File: src/rtl/cic_pkg.sv
// ------------------------------------------------------------------
// cic_pkg : shared constants and width helper for the CIC decimator.
// Revision : 1.0
// ------------------------------------------------------------------
`default_nettype none

package cic_pkg;

  localparam int c_decim_def     = 25;
  localparam int c_order_def     = 3;
  localparam int c_out_w_def     = 20;
  localparam int c_out_shift_def = 5;

  // Bitstream symbol as a 2-bit two's complement value.
  localparam logic [1:0] c_x_pos = 2'b01;
  localparam logic [1:0] c_x_neg = 2'b11;

  // Growth of ORDER integrators over DECIM samples plus the 2-bit input.
  function automatic int acc_width(input int decim, input int order);
    return 2 + order * $clog2(decim);
  endfunction

endpackage

`default_nettype wire

File: src/rtl/cic_comb_stage.sv
// ------------------------------------------------------------------
// cic_comb_stage : one registered differentiator with a valid token.
// Revision : 1.0
// ------------------------------------------------------------------
`default_nettype none

module cic_comb_stage #(
  parameter int W = 17
) (
  input  logic         clock,
  input  logic         reset,
  input  logic         valid_i,
  input  logic [W-1:0] data_i,
  output logic         valid_o,
  output logic [W-1:0] data_o
);

  logic [W-1:0] dly_q, dly_d;
  logic [W-1:0] data_q, data_d;
  logic         valid_q;

  always_comb begin
    dly_d  = dly_q;
    data_d = data_q;
    if (valid_i) begin
      data_d = data_i - dly_q;
      dly_d  = data_i;
    end
  end

  always_ff @(posedge clock) begin
    if (reset) begin
      dly_q   <= '0;
      data_q  <= '0;
      valid_q <= 1'b0;
    end else begin
      dly_q   <= dly_d;
      data_q  <= data_d;
      valid_q <= valid_i;
    end
  end

  assign valid_o = valid_q;
  assign data_o  = data_q;

endmodule

`default_nettype wire

File: src/rtl/cic_decim.sv
// ------------------------------------------------------------------
// cic_decim : CIC decimator turning a 1-bit delta-sigma stream into PCM.
// Revision : 1.0
// ------------------------------------------------------------------
`default_nettype none

module cic_decim
  import cic_pkg::*;
#(
  parameter int DECIM     = c_decim_def,
  parameter int ORDER     = c_order_def,
  parameter int OUT_W     = c_out_w_def,
  parameter int OUT_SHIFT = c_out_shift_def
) (
  input  logic             clock,
  input  logic             reset,
  input  logic             bit_in,
  input  logic             bit_en,
  output logic [OUT_W-1:0] sample_out,
  output logic             sample_valid
);

  localparam int c_acc_w = acc_width(DECIM, ORDER);
  localparam int c_ph_w  = $clog2(DECIM);
  localparam int c_ext_w = (OUT_W > c_acc_w) ? OUT_W : c_acc_w;

  logic [1:0]                     w_x;
  logic                           w_tick;
  logic [c_ph_w-1:0]              phase_q, phase_d;
  logic [ORDER-1:0][c_acc_w-1:0]  integ_q, integ_d;
  logic [c_acc_w-1:0]             dec_q, dec_d;
  logic                           dec_valid_q;

  assign w_x    = bit_in ? c_x_pos : c_x_neg;
  assign w_tick = bit_en && (phase_q == c_ph_w'(DECIM - 1));

  // Every integrator reads its predecessor's pre-update value; wrap is intended.
  always_comb begin
    integ_d = integ_q;
    if (bit_en) begin
      integ_d[0] = integ_q[0] + {{(c_acc_w - 2){w_x[1]}}, w_x};
      for (int k = 1; k < ORDER; k++) begin
        integ_d[k] = integ_q[k] + integ_q[k-1];
      end
    end
  end

  always_comb begin
    phase_d = phase_q;
    if (bit_en) begin
      phase_d = w_tick ? '0 : phase_q + 1'b1;
    end
  end

  assign dec_d = w_tick ? integ_q[ORDER-1] : dec_q;

  always_ff @(posedge clock) begin
    if (reset) begin
      integ_q     <= '0;
      phase_q     <= '0;
      dec_q       <= '0;
      dec_valid_q <= 1'b0;
    end else begin
      integ_q     <= integ_d;
      phase_q     <= phase_d;
      dec_q       <= dec_d;
      dec_valid_q <= w_tick;
    end
  end

  logic [c_acc_w-1:0] comb_data  [ORDER+1];
  logic               comb_valid [ORDER+1];

  assign comb_data[0]  = dec_q;
  assign comb_valid[0] = dec_valid_q;

  // Comb chain runs at full clock rate so an in-flight token ignores bit_en.
  generate
    for (genvar k = 0; k < ORDER; k++) begin : g_comb
      cic_comb_stage #(
        .W(c_acc_w)
      ) u_stage (
        .clock   (clock),
        .reset   (reset),
        .valid_i (comb_valid[k]),
        .data_i  (comb_data[k]),
        .valid_o (comb_valid[k+1]),
        .data_o  (comb_data[k+1])
      );
    end
  endgenerate

  logic signed [c_ext_w-1:0] w_wide;
  logic signed [c_ext_w-1:0] w_shifted;

  assign w_wide       = c_ext_w'($signed(comb_data[ORDER]));
  assign w_shifted    = w_wide <<< OUT_SHIFT;
  assign sample_out   = w_shifted[OUT_W-1:0];
  assign sample_valid = comb_valid[ORDER];

endmodule

`default_nettype wire

File: config.mk
export PLATFORM = sky130hd
export DESIGN_NAME = cic_decim
export DESIGN_NICKNAME = d
export VERILOG_FILES = /design/src/rtl/cic_pkg.sv /design/src/rtl/cic_comb_stage.sv /design/src/rtl/cic_decim.sv
export SDC_FILE = /design/constraint.sdc
export NUM_CORES = 1
export LEC_CHECK = 0
export CAP_MARGIN = 20
export CORE_MARGIN = 2
export CORE_UTILIZATION = 60
export CTS_CLUSTER_DIAMETER = 80
export DETAILED_ROUTE_END_ITERATION = 10
export PLACE_DENSITY_LB_ADDON = 0.05
export SETUP_SLACK_MARGIN = 0.1
export SYNTH_ARGS = -nofsm -noshare
export SYNTH_HDL_FRONTEND = slang
export SYNTH_SLANG_ARGS = --single-unit
File: constraint.sdc
create_clock -name clock -period 3.2 [get_ports clock]
set_input_delay 0.32 -clock clock [delete_from_list [all_inputs] [get_ports clock]]
set_output_delay 0.32 -clock clock [all_outputs]
set_load 0.005 [all_outputs]
==> run_results.csv <==
group,metric,value,unit
power_and_ir_drop,combinationalPowerShare,13.9,%
floorplan,die-area,0.0166,mm2
min_path,min_to,"integ_q[1]",
synthesis,avgSynthCellArea,8.66,um2
timing,worst_pin_slew,0.662,ns
min_path,hold_path_depth,3,
global_route,met3_usage,3.49,%
power_and_ir_drop,finalPower,5.07,mW
global_route,grt_antenna_before_repair,0,
worst_setup_path,path_delay_family,"compound AO/OA/AOI/OAI gates",
worst_setup_path,slowest_delay,0.43,ns
synthesis,synth_edf_count,0,
global_route,grt_pass1_wl,30.5,mm
worst_setup_path,cp_num_buf_inv,0,
worst_setup_path,crit_required,3.52,ns
global_route,grt_pass1_vias,6792,
worst_setup_path,start_kind,"register",
synthesis,synthCells,1082,
timing,timing.final.crit_share,83.4,%
cts,cts_resized,0,
cts,insertion_delay,0.42,ns
worst_setup_path,r2r_end,"integ_q[48]",
global_route,grtUsageTotal,22.3,%
timing,fmax,375,MHz
worst_setup_path,arrival,2.99,ns
floorplan,die_w,129,um
power_and_ir_drop,seqPwrFrac,42.3,%
route,wirelength,17.5,mm
timing,slew_violations,0,
placement,place_hpwl,12.9,mm
global_route,met2_usage,40.7,%
power_and_ir_drop,pwr-share-clk,43.8,%
timing,timing.hold.ws,0.360,ns
floorplan,ios,25,
cts,post_cts_buffers,0,
cts,cts_max_level,4,
floorplan,num_rows,45,
timing,max-slew-margin-rel,55.9,%
cts,hold_buffers,0,
cts,ctsLongestPathBuffers,2,
global_route,grt_max_degree,64,
global_route,use_met1,26.2,%
synthesis,post_synth_num_cell_types,59,
timing,skew,0.00789,ns
cts,cts_buffers,17,
route,first_iter_violations,252,
timing,finalHoldViolations,0,
route,antenna_left,0,
floorplan,fp.dieH,129,um
route,wl_per_cell,13.5,um
power_and_ir_drop,switching_power,1.26,mW
finish,final_nets,1171,
worst_setup_path,worstPathMaxFanout,3,
floorplan,start_util,61.4,%
route,dr.pass1.iters,4,
cts,cts_root_buf,"clkbuf_16",
route,drc,0,
finish,drive_gt1_share,5.14,%
timing,period_needed,2.67,ns
route,vias,7116,
run_status,outcome,"complete, no violations",
worst_setup_path,regToRegStartpoint,"integ_q[17]",
timing,setup_viol,0,
worst_setup_path,critPathSlowestCell,"fa_1",
route,via_per_inst,5.47,
min_path,min_path_type,"in -> reg",
timing,rsz0062_at_grt,"no",
power_and_ir_drop,p_leak,4.12,nW
cts,cts_tree,"done",
global_route,grt-busiest-layer,"met2",
power_and_ir_drop,power_density,494,mW/mm2
timing,setup_tns,0,ns
synthesis,ys.flop_type,"dfxtp_1",
power_and_ir_drop,intPower,3.81,mW
placement,place_congestion,0.846,
floorplan,coreArea,0.0153,mm2
run,maxCapViolations,0,
power_and_ir_drop,vdd_ir_drop_max,0.412,mV
synthesis,syn_area,0.00937,mm2
synthesis,async_flop_share,0,%
finish,syn2layout_area_growth,9.59,%
placement,portBuffers,19,
power_and_ir_drop,sw_frac_of_total,24.9,%
worst_setup_path,endpoint_kind,"register",
worst_setup_path,rrSetupSlack,0.53,ns
worst_setup_path,reg2regPathDepth,10,
global_route,grt_remaining_overflow,0,
synthesis,yosys.area.top_type,"dfxtp_1",
synthesis,ys_ff_latch,159,
synthesis,synth_area_leaders,"dfxtp_1, ha_1, mux2i_1",
worst_setup_path,path_class,"reg -> reg",
cts,cts_sinks,159,
worst_setup_path,crit_chain,"ha_1 > fa_1 > a211o_1 > a21oi_2 > a211oi_1 > o21a_1 > o41ai_4 > xnor2_1 > a21oi_1 > a31o_1",
synthesis,synth_seq_area_share,34.0,%
synthesis,yosysTopAreaCellShare,34.0,%
min_path,min_from,"bit_en",
finish,n_antenna_cell,0,
cts,cts.clk_slew.worst_paths,0.06,ns
synthesis,yosys_warnings,0,
area by class of cell:
cell class              instances  area (um2)
inverters                      63         236
well taps                     211         264
flip-flops and latches        159        3180
multi-input cells             804        5660
clock buffers                  23         468
fillers                      1296        4990
repair buffers                 31         273
clock inverters                 9         181
synthesized netlist by cell type, drive strengths merged (19+ instances only):
master / n
dfxtp: 159
nor2: 157
mux2i: 91
ha: 85
a21oi: 83
nand2: 69
inv: 63
xnor2: 45
o21ai: 37
buf: 31
clkbuf: 29
a21o: 25
a211oi: 22
xor2: 19
kinds of logic after synthesis:
family                     count (synthesis)  synth area share, %
buffers and inverters                    123                 5.77
muxes                                     92                 9.84
AOI/OAI and AO/OA                        231                 16.2
adders and majority gates                 91                 12.6
other                                      1               0.0400
and+or+nand+nor                          321                 15.6
xor gates and xnor gates                  64                 5.98
DFF                                      159                 34.0
per-stage QoR:
step                      worst slack (ns)  cell area (um2)  cells  utilization (%)
after floorplan                      0.718             9380   1086                -
after global routing                 0.328            10300   1300             67.3
final                                0.531            10300   1300             67.3
after CTS                            0.514            10300   1300             67.3
after detailed placement             0.298             9620   1268             63.0
after global placement               0.325             9620   1268             63.0
registers in the layout, summed over array words and instances, names as in the netlist:
name and flops:
g_comb.u_stage.valid_o 3, dec_valid_q 1, g_comb.u_stage.data_o 45, integ_q 45, phase_q 5, dec_q 15
g_comb.u_stage.dly_q 45
layer usage:
metal  vias up  part of all wire, %
met4         0                  2.0
met2        68                   50
met3        34                  2.2
li1       3756                    -
met1      3258                   46
met5         -                    0
power groups by stage:
stage	clock network (mW)	registers [mW]	logic (mW)
after floorplan	0	2.15	0.595
after global placement	0	2.18	0.693
after detailed placement	0	2.18	0.703
after CTS	2.26	2.14	0.707
after global routing	2.35	2.15	0.802
final	2.22	2.14	0.706
placed cells by master, fill, tap and decap left out, drive strengths merged, types with 16 or more instances in the layout:
cell type / instances
mux2i: 91
dfxtp: 159
o21ai: 37
xnor2: 45
inv: 63
clkdlybuf4s50: 17
xor2: 19
a21oi: 83
nor3: 16
ha: 85
clkbuf: 23
nand2: 69
nand2b: 16
nor2: 157
a21o: 25
a211oi: 22
worst max-delay path by stage:
stage / startpoint / cells after the start / slack, ns / endpoint
finish: integ_q[17] / 10 / 0.53 / integ_q[48]
detailed placement: bit_in / 11 / 0.30 / integ_q[13]
floorplan: integ_q[17] / 10 / 0.72 / integ_q[48]
global placement: bit_in / 11 / 0.33 / integ_q[13]
global route: integ_q[17] / 10 / 0.33 / integ_q[48]
CTS: integ_q[17] / 10 / 0.51 / integ_q[48]
worst reg2reg max path, stage by stage, from the launching register on:
cell and delay (ns):
dfxtp_1 0.33, ha_1 0.24, fa_1 0.43, a211o_1 0.34, a21oi_2 0.19, a211oi_1 0.11
o21a_1 0.24, o41ai_4 0.22, xnor2_1 0.17, a21oi_1 0.09, a31o_1 0.20
Note: power is estimated with default switching activity, not from simulation.
